--- src/rtl/fc2_result_store_if.sv ---
// Port-A bus of the result BRAM as driven by fc2_result_store.
// master drives the write port; slave is the BRAM side.
interface fc2_result_store_if #(
  parameter int ADDR_W    = 15,
  parameter int DATA_SIZE = 8
);
  logic                 result_bram_ena;
  logic                 result_bram_wea;
  logic [ADDR_W-1:0]    result_bram_addra;
  logic [DATA_SIZE-1:0] result_bram_dina;

  modport master (
    output result_bram_ena,
    output result_bram_wea,
    output result_bram_addra,
    output result_bram_dina
  );

  modport slave (
    input result_bram_ena,
    input result_bram_wea,
    input result_bram_addra,
    input result_bram_dina
  );
endinterface

--- src/rtl/fc2_result_store.sv ---
// Writes the packed FC2 output vector byte-by-byte into the result BRAM from FC2_RESULT_BASE.
// Optional macro FC2_ARGMAX_EN adds a signed running argmax reported on max_index.
module fc2_result_store #(
  parameter int OUTPUT_NODE     = 10,
  parameter int DATA_SIZE       = 8,
  parameter int FC2_RESULT_BASE = 18900,
  parameter int ADDR_W          = 15
) (
  input  logic                             clk,
  input  logic                             rst,
  input  logic                             store_en,
  input  logic [DATA_SIZE*OUTPUT_NODE-1:0] data_in,
  fc2_result_store_if.master               bram,
  output logic                             store_busy,
  output logic                             store_finish
`ifdef FC2_ARGMAX_EN
  ,
  output logic [3:0]                       max_index
`endif
);

  localparam int VEC_W = DATA_SIZE * OUTPUT_NODE;
  localparam int CNT_W = $clog2(OUTPUT_NODE + 1);
  localparam logic [ADDR_W-1:0] BASE_A = ADDR_W'(FC2_RESULT_BASE);
  localparam logic [CNT_W-1:0]  LAST_C = CNT_W'(OUTPUT_NODE);

  typedef enum logic [1:0] {S_IDLE, S_LATCH, S_WRITE, S_DONE} state_t;

  state_t               state_q, state_d;
  logic [CNT_W-1:0]     cnt_q, cnt_d;
  logic [VEC_W-1:0]     shadow_q, shadow_d;
  logic                 ena_q, ena_d;
  logic                 wea_q, wea_d;
  logic [ADDR_W-1:0]    addra_q, addra_d;
  logic [DATA_SIZE-1:0] dina_q, dina_d;
  logic                 busy_q, busy_d;
  logic                 finish_q, finish_d;

  // The shadow shifts left after each write, so the byte to send is always at the top.
  logic [DATA_SIZE-1:0] cur_byte;
  assign cur_byte = shadow_q[VEC_W-1 -: DATA_SIZE];

`ifdef FC2_ARGMAX_EN
  logic signed [DATA_SIZE-1:0] cur_byte_s;
  logic signed [DATA_SIZE-1:0] run_max_q, run_max_d;
  logic [3:0]                  run_idx_q, run_idx_d;
  logic [3:0]                  max_index_q, max_index_d;
  assign cur_byte_s = signed'(cur_byte);
`endif

  always_ff @(posedge clk or negedge rst) begin
    if (!rst) begin
      state_q  <= S_IDLE;
      cnt_q    <= '0;
      shadow_q <= '0;
      ena_q    <= 1'b0;
      wea_q    <= 1'b0;
      addra_q  <= '0;
      dina_q   <= '0;
      busy_q   <= 1'b0;
      finish_q <= 1'b0;
    end else begin
      state_q  <= state_d;
      cnt_q    <= cnt_d;
      shadow_q <= shadow_d;
      ena_q    <= ena_d;
      wea_q    <= wea_d;
      addra_q  <= addra_d;
      dina_q   <= dina_d;
      busy_q   <= busy_d;
      finish_q <= finish_d;
    end
  end

`ifdef FC2_ARGMAX_EN
  always_ff @(posedge clk or negedge rst) begin
    if (!rst) begin
      run_max_q   <= '0;
      run_idx_q   <= '0;
      max_index_q <= '0;
    end else begin
      run_max_q   <= run_max_d;
      run_idx_q   <= run_idx_d;
      max_index_q <= max_index_d;
    end
  end
`endif

  always_comb begin
    state_d  = state_q;
    cnt_d    = cnt_q;
    shadow_d = shadow_q;
    ena_d    = 1'b0;
    wea_d    = 1'b0;
    addra_d  = addra_q;
    dina_d   = dina_q;
    busy_d   = 1'b0;
    finish_d = 1'b0;
`ifdef FC2_ARGMAX_EN
    run_max_d   = run_max_q;
    run_idx_d   = run_idx_q;
    max_index_d = max_index_q;
`endif

    case (state_q)
      S_IDLE: begin
        if (store_en) begin
          state_d = S_LATCH;
          busy_d  = 1'b1;
        end
      end
      S_LATCH: begin
        if (!store_en) begin
          state_d = S_IDLE;
        end else begin
          shadow_d = data_in;
          cnt_d    = '0;
          busy_d   = 1'b1;
          state_d  = S_WRITE;
        end
      end
      S_WRITE: begin
        // The cycle after the last byte closes the burst so ena drops with finish rising.
        if (!store_en) begin
          state_d = S_IDLE;
        end else if (cnt_q == LAST_C) begin
          state_d  = S_DONE;
          finish_d = 1'b1;
`ifdef FC2_ARGMAX_EN
          max_index_d = run_idx_q;
`endif
        end else begin
          ena_d    = 1'b1;
          wea_d    = 1'b1;
          addra_d  = BASE_A + ADDR_W'(cnt_q);
          dina_d   = cur_byte;
          shadow_d = shadow_q << DATA_SIZE;
          cnt_d    = cnt_q + CNT_W'(1);
          busy_d   = 1'b1;
`ifdef FC2_ARGMAX_EN
          // Strict greater-than keeps the lower index on ties.
          if (cnt_q == '0 || cur_byte_s > run_max_q) begin
            run_max_d = cur_byte_s;
            run_idx_d = 4'(cnt_q);
          end
`endif
        end
      end
      S_DONE: begin
        if (store_en) begin
          finish_d = 1'b1;
        end else begin
          state_d = S_IDLE;
        end
      end
      default: state_d = S_IDLE;
    endcase
  end

  assign bram.result_bram_ena   = ena_q;
  assign bram.result_bram_wea   = wea_q;
  assign bram.result_bram_addra = addra_q;
  assign bram.result_bram_dina  = dina_q;
  assign store_busy             = busy_q;
  assign store_finish           = finish_q;
`ifdef FC2_ARGMAX_EN
  assign max_index              = max_index_q;
`endif

endmodule

--- src/flat_wrapper.sv ---
// flat-port wrapper written by rule: the top's interface ports become plain ports
module fc2_result_store_flat 
#(
  parameter int OUTPUT_NODE     = 10,
  parameter int DATA_SIZE       = 8,
  parameter int FC2_RESULT_BASE = 18900,
  parameter int ADDR_W          = 15
)
  (clk, rst, store_en, data_in, store_busy, store_finish, bram_result_bram_ena, bram_result_bram_wea, bram_result_bram_addra, bram_result_bram_dina);
  fc2_result_store_if #(.ADDR_W(ADDR_W), .DATA_SIZE(DATA_SIZE)) bram_i ();
  input  logic clk;
  input  logic rst;
  input  logic store_en;
  input  logic [DATA_SIZE*OUTPUT_NODE-1:0] data_in;
  output logic store_busy;
  output logic store_finish;
  output wire logic [$bits(bram_i.result_bram_ena)-1:0] bram_result_bram_ena;
  output wire logic [$bits(bram_i.result_bram_wea)-1:0] bram_result_bram_wea;
  output wire logic [$bits(bram_i.result_bram_addra)-1:0] bram_result_bram_addra;
  output wire logic [$bits(bram_i.result_bram_dina)-1:0] bram_result_bram_dina;
  assign bram_result_bram_ena = bram_i.result_bram_ena;
  assign bram_result_bram_wea = bram_i.result_bram_wea;
  assign bram_result_bram_addra = bram_i.result_bram_addra;
  assign bram_result_bram_dina = bram_i.result_bram_dina;
  fc2_result_store #(.OUTPUT_NODE(OUTPUT_NODE), .DATA_SIZE(DATA_SIZE), .FC2_RESULT_BASE(FC2_RESULT_BASE), .ADDR_W(ADDR_W)) u_core (.clk(clk), .rst(rst), .store_en(store_en), .data_in(data_in), .bram(bram_i), .store_busy(store_busy), .store_finish(store_finish));
endmodule
--- config.mk ---
export PLATFORM = sky130hd
export DESIGN_NAME = fc2_result_store_flat
export DESIGN_NICKNAME = d
export VERILOG_FILES = /design/src/rtl/fc2_result_store_if.sv /design/src/rtl/fc2_result_store.sv /design/src/flat_wrapper.sv
export SDC_FILE = /design/constraint.sdc
export NUM_CORES = 1
export LEC_CHECK = 0
export ABC_AREA = 1
export BUFFER_PORTS_ARGS = -buffer_cell sky130_fd_sc_hd__buf_2
export CORE_MARGIN = 1.5
export CORE_UTILIZATION = 35
export DETAILED_ROUTE_END_ITERATION = 16
export SYNTH_ARGS = -nofsm -noshare
export SYNTH_HDL_FRONTEND = slang
export SYNTH_SLANG_ARGS = --single-unit
--- constraint.sdc ---
create_clock -name clk -period 3.5 [get_ports clk]
set_clock_uncertainty 0.2 [all_clocks]
set_input_delay 0.7 -clock clk [delete_from_list [all_inputs] [get_ports clk]]
set_output_delay 0.7 -clock clk [all_outputs]
set_load 0.01 [all_outputs]
==> summary.md, run 1 <==
| Metric | Value |
|---|---|
| Vias | 4722 |
| Least-Margin Pin Slew | 0.781 ns |
| Starting DRT DRC Count | roughly 470 |
| Cell variety after synth | 22 |
| Worst Hold Class | in2async |
| Non-Filler Instances | 960 |
| Maximum clock rate | 418 MHz |
| Synth Area in Compound Gates | ~1.9% |
| R2R Path End | u_core.shadow_q[50] |
| Critical Path Fanout Max | 74 |
| Core Footprint | 0.0147 mm² |
| Final Cycle Share | ~68% |
| Simple-gate share of the synthesized area | 39.6% |
| Largest net degree at the start of global routing | 76 |
| Total CTS buffers | 9 |
| Post-CTS Setup Inserts | 0 |
| Maximum VDD drop | 263 µV |
| Final hold violations | 0 |
| GRT overflow | 0 |
| Share of cells above drive strength 1 | 18.0% |
| Total Wirelength | 13800 µm |
| Routed wire per std cell | 14.4 µm |
| Placed cell areas | 0.00579 mm² |
| Setup CP Type | reg2reg |
| Reg clk slew, reported paths | around 0.070 ns |
| FF+latch count, synth | 104 |
| Setup crit end kind | register |
| Die W | between 100 and 150 µm |
| Final ANT Viol Nets | 0 |
| Port bufs | approximately 110 |
| Fin nets | between 800 and 900 |
| Design area | 0.00609 mm² |
| Final TNS setup | 0 ns |
| Leakage Power | 3.43 nW |
| P per Cell Area | 618 mW/mm² |
| Initial antenna violation count | 0 |
| Initial Utilization | 36.4% |
| H-tree depth | 3 |
| Setup ws final | about 1.1 ns |
| Max incr delay on CP | 0.63 ns |
| Filler Cell Count | 1528 |
| Multi-input gate area | 0.00229 mm² |
| R2r worst-path depth | 6 |
| Ant diodes | 0 |
| Clock root cell | clkbuf_16 |
| Fraction of synthesized cell area in xor and xnor cells | 0% |
| Clk buf depth | 2 |
| Commonest non-fill, non-tap cell in the layout | nand2_1 |
| Reg2reg setup slack | 1.11 ns |
| Gpl congestion | 0.785 |
| Seq/Total Area, Yosys | between 40% and 50% |
| CP Launch Type | register |
| Worst R2R Start | u_core.state_q[0] |
| Placement Setup Slack | about 1.1 ns |
| Mux contribution to synthesized area | 0% |
| Synth Area in Adders | 0.936% |
| Total power | 3.77 mW |
| CTS tree | yes |
| Clk Latency, worst-skew pair | 0.35 ns |
| Arrival @ worst endpoint | roughly 2.5 ns |
| DRT Pass-1 Iters | 4 |
| Hpwl dp | about 8700 µm |
| Critical path, cell by cell | inv_2 -> nand3_2 -> nand2_2 -> buf_4 -> nand3_1 -> nand2_1 |
| Most frequent cells in the layout | 341 x nand2_1, 146 x nand3_1, 104 x buf_2 |
| Vias in the first global route | roughly 4.5k |
| Max-Slew Margin vs Limit | 47.9% |
| Total global-route track usage | 17.9% |
| Max_cap viols | 0 |
| CP max stage cell | buf_4 |
| Syn Std Cell Area | 0.00535 mm² |
| Ys Warns | 0 |
| Num ports | 110 |
| Clock sink count | 104 |
| Min Tclk post-route | roughly 2.4 ns |
| RSZ-0062 raised after global routing | no |
| Hold buffers post-CTS | 0 |
| Syn_area_per_cell | 7.57 µm² |
| First-pass GRT wire length | 23000 µm |
| Cells after DPL | about 940 |
| Vias per inst | 4.92 |
| Die area | 0.0160 mm² |
| Max Slew Vio Count | 0 |
| Largest family of logic cells by synthesized area | simple AND/OR/NAND/NOR gates |
| Final setup fails | 0 |
| WP data required | roughly 3.6 ns |
| Rows | 44 |
| Die height | 127 µm |
| Drt drc | 0 |
| Register Area | about 0.0026 mm² |
| Area Overhead vs Synth | 13.9% |
| PostCTS Resize Cnt | 0 |
| Post-Syn Instances | around 710 |
| Outcome | finished clean |
==> final cells by class <==
cell class | count | area share (%)
Sequential cell | 104 | 42.7
Multi-Input combinational cell | 532 | 37.5
Timing Repair Buffer | 116 | 10.4
Clock buffer | 11 | 4.15
Tap cell | 184 | 3.78
Clock inverter | 5 | 0.903
Inverter | 8 | 0.493
==> cells in the mapped netlist <==
master | count | area share (%)
nand2_1 | 343 | 24
nand3_1 | 146 | 14
dfrtp_1 | 104 | 49
buf_2 | 20 | 1.9
buf_4 | 19 | 2.7
buf_6 | 14 | 2.9
clkbuf_1 | 10 | 0.70
o21ai_0 | 10 | 0.94
nand4_1 | 9 | 1.1
inv_1 | 6 | 0.42
nor2_1 | 5 | 0.35
a21oi_1 | 4 | 0.37
ha_1 | 4 | 0.94
buf_1 | 2 | 0.14
inv_2 | 2 | 0.14
o21a_1 | 2 | 0.28
a211oi_1 | 1 | 0.14
conb_1 | 1 | 0.070
nand2_2 | 1 | 0.12
nand3_2 | 1 | 0.19
o21bai_1 | 1 | 0.14
or2_2 | 1 | 0.12
==> state kept, by name (all words and copies together) (netlist names) <==
name / flops
u_core.shadow_q: 80
u_core.store_busy: 1
u_core.bram.result_bram_dina: 8
u_core.state_q: 2
u_core.store_finish: 1
u_core.bram.result_bram_ena: 1
u_core.bram.result_bram_addra: 7
u_core.cnt_q: 4
==> power breakdown <==
group,leakage (nW),switching (mW),internal (mW)
combinational,1.98,0.573,0.333
clock,0.148,0.460,0.592
sequential,1.31,0.225,1.59
total,3.43,1.26,2.51
==> how the worst max path moves through the flow <==
stage | from | end | slack, ns | cells past startpoint
finish | u_core.state_q[0] | u_core.shadow_q[50] | 1.11 | 6
CTS | u_core.state_q[0] | u_core.shadow_q[50] | 1.11 | 6
detailed placement | u_core.state_q[0] | u_core.shadow_q[50] | 1.12 | 6
global placement | u_core.state_q[0] | u_core.shadow_q[31] | 1.23 | 6
global route | u_core.state_q[0] | u_core.shadow_q[50] | 0.91 | 6
floorplan | u_core.cnt_q[2] | u_core.cnt_q[2] | 1.83 | 10
==> cell families (layout without fill, tap and decap cells) <==
kind of cell / after synthesis / after routing
fa+ha+maj: 4 / 4
buf+inv: 73 / 140
other cells: 1 / 4
compound gates: 18 / 18
simple gates: 506 / 506
flops: 104 / 104
==> metal layers <==
| layer | up-vias | GRT usage (%) | wire, µm | part of all wire (%) |
|---|---|---|---|---|
| met5 | - | 0 | 0 | 0 |
| met4 | 0 | 4.06 | 127 | 0.92 |
| met3 | 10 | 4.26 | 703 | 5.1 |
| met2 | 126 | 26.9 | 6180 | 45 |
| met1 | 2212 | 26.2 | 6800 | 49 |
| li1 | 2374 | - | - | - |
==> worst max-delay path, delay by kind of cell (launching register included) <==
kind          cells  cell delay [ns]
buf+inv           2             1.04
simple gates      4             0.57
flops             1             0.50
==> per-stage QoR <==
stage / util [%] / hold WS [ns]
floorplan: - / 0.204
global placement: 39.4 / 0.254
detailed placement: 39.4 / 0.259
CTS: 41.5 / 0.0693
global route: 41.5 / 0.0837
finish: 41.5 / 0.0663
Note: power is estimated with default switching activity, not from simulation.
==> run 2: changes to the inputs <==
==> constraint.sdc (replaced) <==
create_clock -name clk -period 1.99 [get_ports clk]
set_clock_uncertainty 0.2 [all_clocks]
set_input_delay 0.398 -clock clk [delete_from_list [all_inputs] [get_ports clk]]
set_output_delay 0.398 -clock clk [all_outputs]
set_load 0.01 [all_outputs]
==> run 2 against run 1 <==
Sequential power grew 76%. Utilization grew 1.2 points. Final cell count grew 1.4%. Sequential share of layout area shrank 1.2 points. Register-to-register slack lost 0.93 ns. Setup slack lost 0.93 ns. Power grew 78%. Via count grew 0.28%. First-iteration DRC count shrank 15%. Clock power grew 75%. Count of clock-buffer cells in the layout is the same. Flip-flop and latch count is the same.
==> summary.md, run 2 (synthesized netlist as in run 1, its figures left out) <==
| Metric | Value |
|---|---|
| Most frequent cells in the layout | 341 x nand2_1, 146 x nand3_1, 104 x buf_2 |
| Core Footprint | 0.0147 mm² |
| Final Cycle Share | 91.2% |
| Maximum clock rate | 551 MHz |
| Final hold violations | 0 |
| First-pass GRT wire length | about 23000 µm |
| Commonest non-fill, non-tap cell in the layout | nand2_1 |
| Routed wire per std cell | 13.9 µm |
| Setup crit end kind | register |
| Total Wirelength | 13500 µm |
| RSZ-0062 raised after global routing | no |
| WP data required | 2.08 ns |
| Register Area | 0.00260 mm² |
| DRT Pass-1 Iters | 5 |
| Critical Path Fanout Max | 70 |
| Setup CP Type | reg2reg |
| Outcome | finished clean |
| Vias | 4735 |
| Final setup fails | 0 |
| Worst R2R Start | u_core.cnt_q[0] |
| Total CTS buffers | 9 |
| Total power | 6.69 mW |
| Post-CTS Setup Inserts | 0 |
| Final TNS setup | 0 ns |
| Fin nets | 871 |
| Maximum VDD drop | 501 µV |
| Leakage Power | 3.54 nW |
| R2r worst-path depth | 9 |
| R2R Path End | u_core.shadow_q[67] |
| Vias per inst | 4.87 |
| Max Slew Vio Count | 0 |
| Max reg flops | 80 |
| Die height | 127 µm |
| CP Launch Type | register |
| Min Tclk post-route | 1.81 ns |
| GRT overflow | 0 |
| CTS tree | yes |
| Worst Hold Class | in2reg |
| P per Cell Area | 1070 mW/mm² |
| Die area | 0.0160 mm² |
| Filler Cell Count | between 1.5k and 2k |
| Reg2reg setup slack | 0.18 ns |
| Multi-input gate area | about 0.0023 mm² |
| Reg clk slew, reported paths | about 0.070 ns |
| Clk Latency, worst-skew pair | 0.35 ns |
| Clk buf depth | 2 |
| Clock sink count | roughly 100 |
| Vias in the first global route | approximately 4.5k |
| Drt drc | 0 |
| Clock root cell | clkbuf_16 |
| Hpwl dp | around 8800 µm |
| Die W | 127 µm |
| Gpl congestion | 0.778 |
| Share of cells above drive strength 1 | approximately a fifth |
| Ant diodes | 0 |
| Hold wc startpoint | data_in[3] |
| Max_cap viols | 0 |
| Num ports | between 100 and 150 |
| Arrival @ worst endpoint | 1.90 ns |
| Total global-route track usage | 17.8% |
| Worst hold stages | 3 |
| Port bufs | roughly 110 |
| Biggest register | u_core.shadow_q |
| Area Overhead vs Synth | 17.3% |
| Final ANT Viol Nets | 0 |
| WHS Endpoint | u_core.shadow_q[3] |
| Initial Utilization | 36.4% |
| Largest net degree at the start of global routing | 71 |
| Initial antenna violation count | 0 |
| Starting DRT DRC Count | 397 |
| H-tree depth | 3 |
| Rows | 44 |
run 2: changes by cell type in the layout (fill, tap and decap cells not counted), sizes merged:
cell	change
inv	+1
clkinvlp	-2
dlygate4sd3	+1
buf	+12
clkinv	+1
run 2: layer usage:
metal	wire length (µm)	global-route usage (%)	up-vias
met5	0	0	-
met4	140	4.26	0
met3	687	4.39	12
met2	6230	27.7	120
met1	6470	24.9	2204
li1	-	-	2399
run 2: how the worst max path moves through the flow:
stage | startpoint | end | cells past startpoint
3_5_place_dp | u_core.cnt_q[0] | u_core.shadow_q[20] | 8
5_1_grt | u_core.cnt_q[0] | u_core.shadow_q[75] | 9
2_1_floorplan | u_core.cnt_q[2] | u_core.cnt_q[2] | 10
4_1_cts | u_core.cnt_q[0] | u_core.shadow_q[17] | 8
6_report | u_core.cnt_q[0] | u_core.shadow_q[67] | 9
3_3_place_gp | u_core.cnt_q[0] | u_core.shadow_q[22] | 8
run 2: metrics by stage:
stage	hold WS [ns]	setup slack [ns]	std cells	utilization [%]	instance area (µm²)
final	0.0878	0.175	973	42.7	6270
after global routing	0.0910	0.0314	973	42.7	6270
after CTS	0.0802	0.134	973	42.6	6270
after detailed placement	0.0604	0.145	956	40.5	5950
after global placement	0.0662	0.188	956	40.5	5950
after floorplan	-0.0976	0.322	709	-	5360
run 2: timing repair:
action | in CTS | in global routing
hold buffers | 1 | 0
hold endpoints to repair | 95 | 0
resized for setup | 0 | 1
endpoints found under the setup margin | 0 | 9
run 2: cell type report:
| class | instances | area share, % |
|---|---|---|
| clock buffers | 11 | 4.03 |
| clock inverters | 5 | 0.858 |
| repair buffers | 129 | 13.0 |
| flip-flops and latches | 104 | 41.5 |
| multi-input cells | 532 | 36.5 |
| well taps | 184 | 3.67 |
| inverters | 8 | 0.479 |
run 2: critical path: stages (launching register included):
cell,delay [ns]
dfrtp_1,0.41
inv_1,0.11
ha_1,0.15
nand2_1,0.09
nand3_2,0.09
nand2_2,0.09
nand2_2,0.11
buf_12,0.29
nand2_1,0.10
nand2_1,0.07
run 2: power breakdown:
group,internal (mW),total (mW),switching [mW]
Clock,1.04,1.84,0.799
Combinational,0.646,1.67,1.03
Sequential,2.79,3.18,0.386
==> run 3: changes to the inputs <==
--- a/config.mk
+++ b/config.mk
@@ -10,6 +10,9 @@
 export CORE_MARGIN = 1.5
 export CORE_UTILIZATION = 35
 export DETAILED_ROUTE_END_ITERATION = 16
+export GPL_TIMING_DRIVEN = 0
+export RECOVER_POWER = 50
+export SKIP_LAST_GASP = 1
 export SYNTH_ARGS = -nofsm -noshare
 export SYNTH_HDL_FRONTEND = slang
 export SYNTH_SLANG_ARGS = --single-unit
==> run 3 against run 2 <==
Power up 1.0%. Count of clock-buffer cells in the layout unchanged. Die area unchanged. Utilization up 1.1 points. Register-to-register slack worse by 0.02 ns. Critical endpoint is now u_core.shadow_q[78]. Largest power group unchanged. Final cell count up 4.5%.
==> summary.md, run 3 (synthesized netlist as in run 1, its figures left out) <==
| Metric | Value |
|---|---|
| Outcome | finished clean |
| Vias | 4931 |
| Setup crit end kind | register |
| First-pass GRT wire length | 23500 µm |
| Maximum clock rate | 546 MHz |
| GRT overflow | 0 |
| Vias in the first global route | 4757 |
| H-tree depth | 3 |
| Share of cells above drive strength 1 | between 15 and 20% |
| Max_cap viols | 0 |
| Fin nets | 915 |
| Placement Setup Slack | 0.0975 ns |
| Reg clk slew, reported paths | ~0.070 ns |
| Clock sink count | 104 |
| Delay-heaviest family, CP | buffers and inverters |
| Total CTS buffers | 9 |
| Hpwl dp | between 10000 and 15000 µm |
| Min Tclk post-route | between 1.5 and 2 ns |
| Area Overhead vs Synth | 20.4% |
| Total global-route track usage | 18.6% |
| Rows | 44 |
| Worst Hold Class | in2reg |
| Total Wirelength | 14200 µm |
| Leakage Power | 3.60 nW |
| Critical path, cell by cell | clkbuf_2 -> inv_1 -> buf_4 -> buf_2 -> nand3_1 -> nand2_1 -> nand3_1 -> nand2_1 |
| Initial antenna violation count | 0 |
| GRT met1 Usage | a little over a quarter |
| Biggest register | u_core.shadow_q |
| Clk buf depth | 2 |
| DRT Pass-1 Iters | 5 |
| CP Launch Type | register |
| Gpl congestion | 0.799 |
| Critical Path Fanout Max | 10 |
| CTS tree | yes |
| Total power | 6.76 mW |
| Ant diodes | 0 |
| Critical Path Start | u_core.state_q[0] |
| Die W | 127 µm |
| Clock root cell | clkbuf_16 |
| Routing usage on met3 | between 3 and 4% |
| Num ports | 110 |
| WP data required | 2.09 ns |
| Filler Cell Count | roughly 1.6k |
| Arrival @ worst endpoint | 1.93 ns |
| Most frequent cells in the layout | 342 x nand2_1, 146 x nand3_1, 103 x dfrtp_1 |
| Worst R2R Start | u_core.state_q[0] |
| Initial Utilization | 36.4% |
| Max Slew Vio Count | 0 |
| Max reg flops | 80 |
| Routed wire per std cell | 14.0 µm |
| Setup CP Type | reg2reg |
| Global routing's busiest layer | met2 |
| CP max stage cell | dfrtp_1 |
| RSZ-0062 raised after global routing | no |
| Final hold violations | 0 |
| Vias per inst | 4.85 |
| Die area | between 0.015 and 0.02 mm² |
| Final ANT Viol Nets | 0 |
| Port bufs | around 110 |
| Drt drc | 0 |
| Least-Margin Pin Slew | roughly 0.94 ns |
| Die height | 127 µm |
| Largest net degree at the start of global routing | 67 |
| Clk Latency, worst-skew pair | around 0.36 ns |
| Final TNS setup | 0 ns |
| Starting DRT DRC Count | 324 |
| Final Cycle Share | 92.1% |
| Maximum VDD drop | roughly 430 µV |
| Max-Slew Margin vs Limit | 37.3% |
| Hold wc startpoint | data_in[4] |
| Core Footprint | 0.0147 mm² |
| Commonest non-fill, non-tap cell in the layout | nand2_1 |
| Met2 Resource Use GR | 28.7% |
| P per Cell Area | 1050 mW/mm² |
| Placed cell areas | 0.00614 mm² |
| CP Buf/Inv Count | 4 |
| Design area | 0.00644 mm² |
| Max incr delay on CP | ~0.36 ns |
| Setup ws final | 0.158 ns |
| Final setup fails | 0 |
run 3: path summary, 6_finish.rpt:
kind,end,slack [ns],cells after the start
max in group asynchronous,u_core.shadow_q[39],0.22,3
setup / recovery,u_core.shadow_q[78],0.16,8
hold / removal,u_core.shadow_q[4],0.09,3
setup reg to reg,u_core.shadow_q[78],0.16,8
min in group asynchronous,u_core.cnt_q[1],0.55,2
hold reg to reg,u_core.shadow_q[58],0.27,2
run 3: repair_timing:
item,in CTS,in global routing
endpoints found under the hold margin,35,0
setup endpoints to repair,0,88
gates resized for setup,0,4
hold buffers,1,0
setup buffers,0,1
run 3: power breakdown:
| part | total (mW) | switching (mW) | internal [mW] |
|---|---|---|---|
| combinational | 1.73 | 1.06 | 0.673 |
| clock | 1.85 | 0.811 | 1.04 |
| sequential | 3.18 | 0.392 | 2.79 |
run 3: per-stage QoR:
step / hold slack [ns] / utilization [%] / std cells
3_3_place_gp: 0.254 / 41.6 / 998
3_5_place_dp: 0.259 / 41.8 / 999
5_1_grt: 0.104 / 43.8 / 1017
4_1_cts: 0.0833 / 43.9 / 1016
2_1_floorplan: -0.0976 / - / 709
6_report: 0.0880 / 43.8 / 1017
run 3: cell type report:
type	instances	area, µm²	share of cell area (%)
Buffer	65	448	6.96
Clock buffer	11	253	3.92
Clock inverter	5	55.1	0.855
Inverter	8	30.0	0.466
Multi-Input combinational cell	532	2280	35.5
Sequential cell	104	2600	40.4
Tap cell	184	230	3.57
Timing Repair Buffer	108	537	8.33
run 3: tightest hold or removal path: cells and delay by family:
family	cells	cell delay [ns]
simple gates	2	0.14
buf+inv	1	0.07
run 3: layer usage:
metal | part of all wire [%] | up-vias
met5 | 0 | -
met4 | 1.1 | 0
met3 | 5.0 | 12
met2 | 44 | 122
met1 | 49 | 2304
li1 | - | 2493
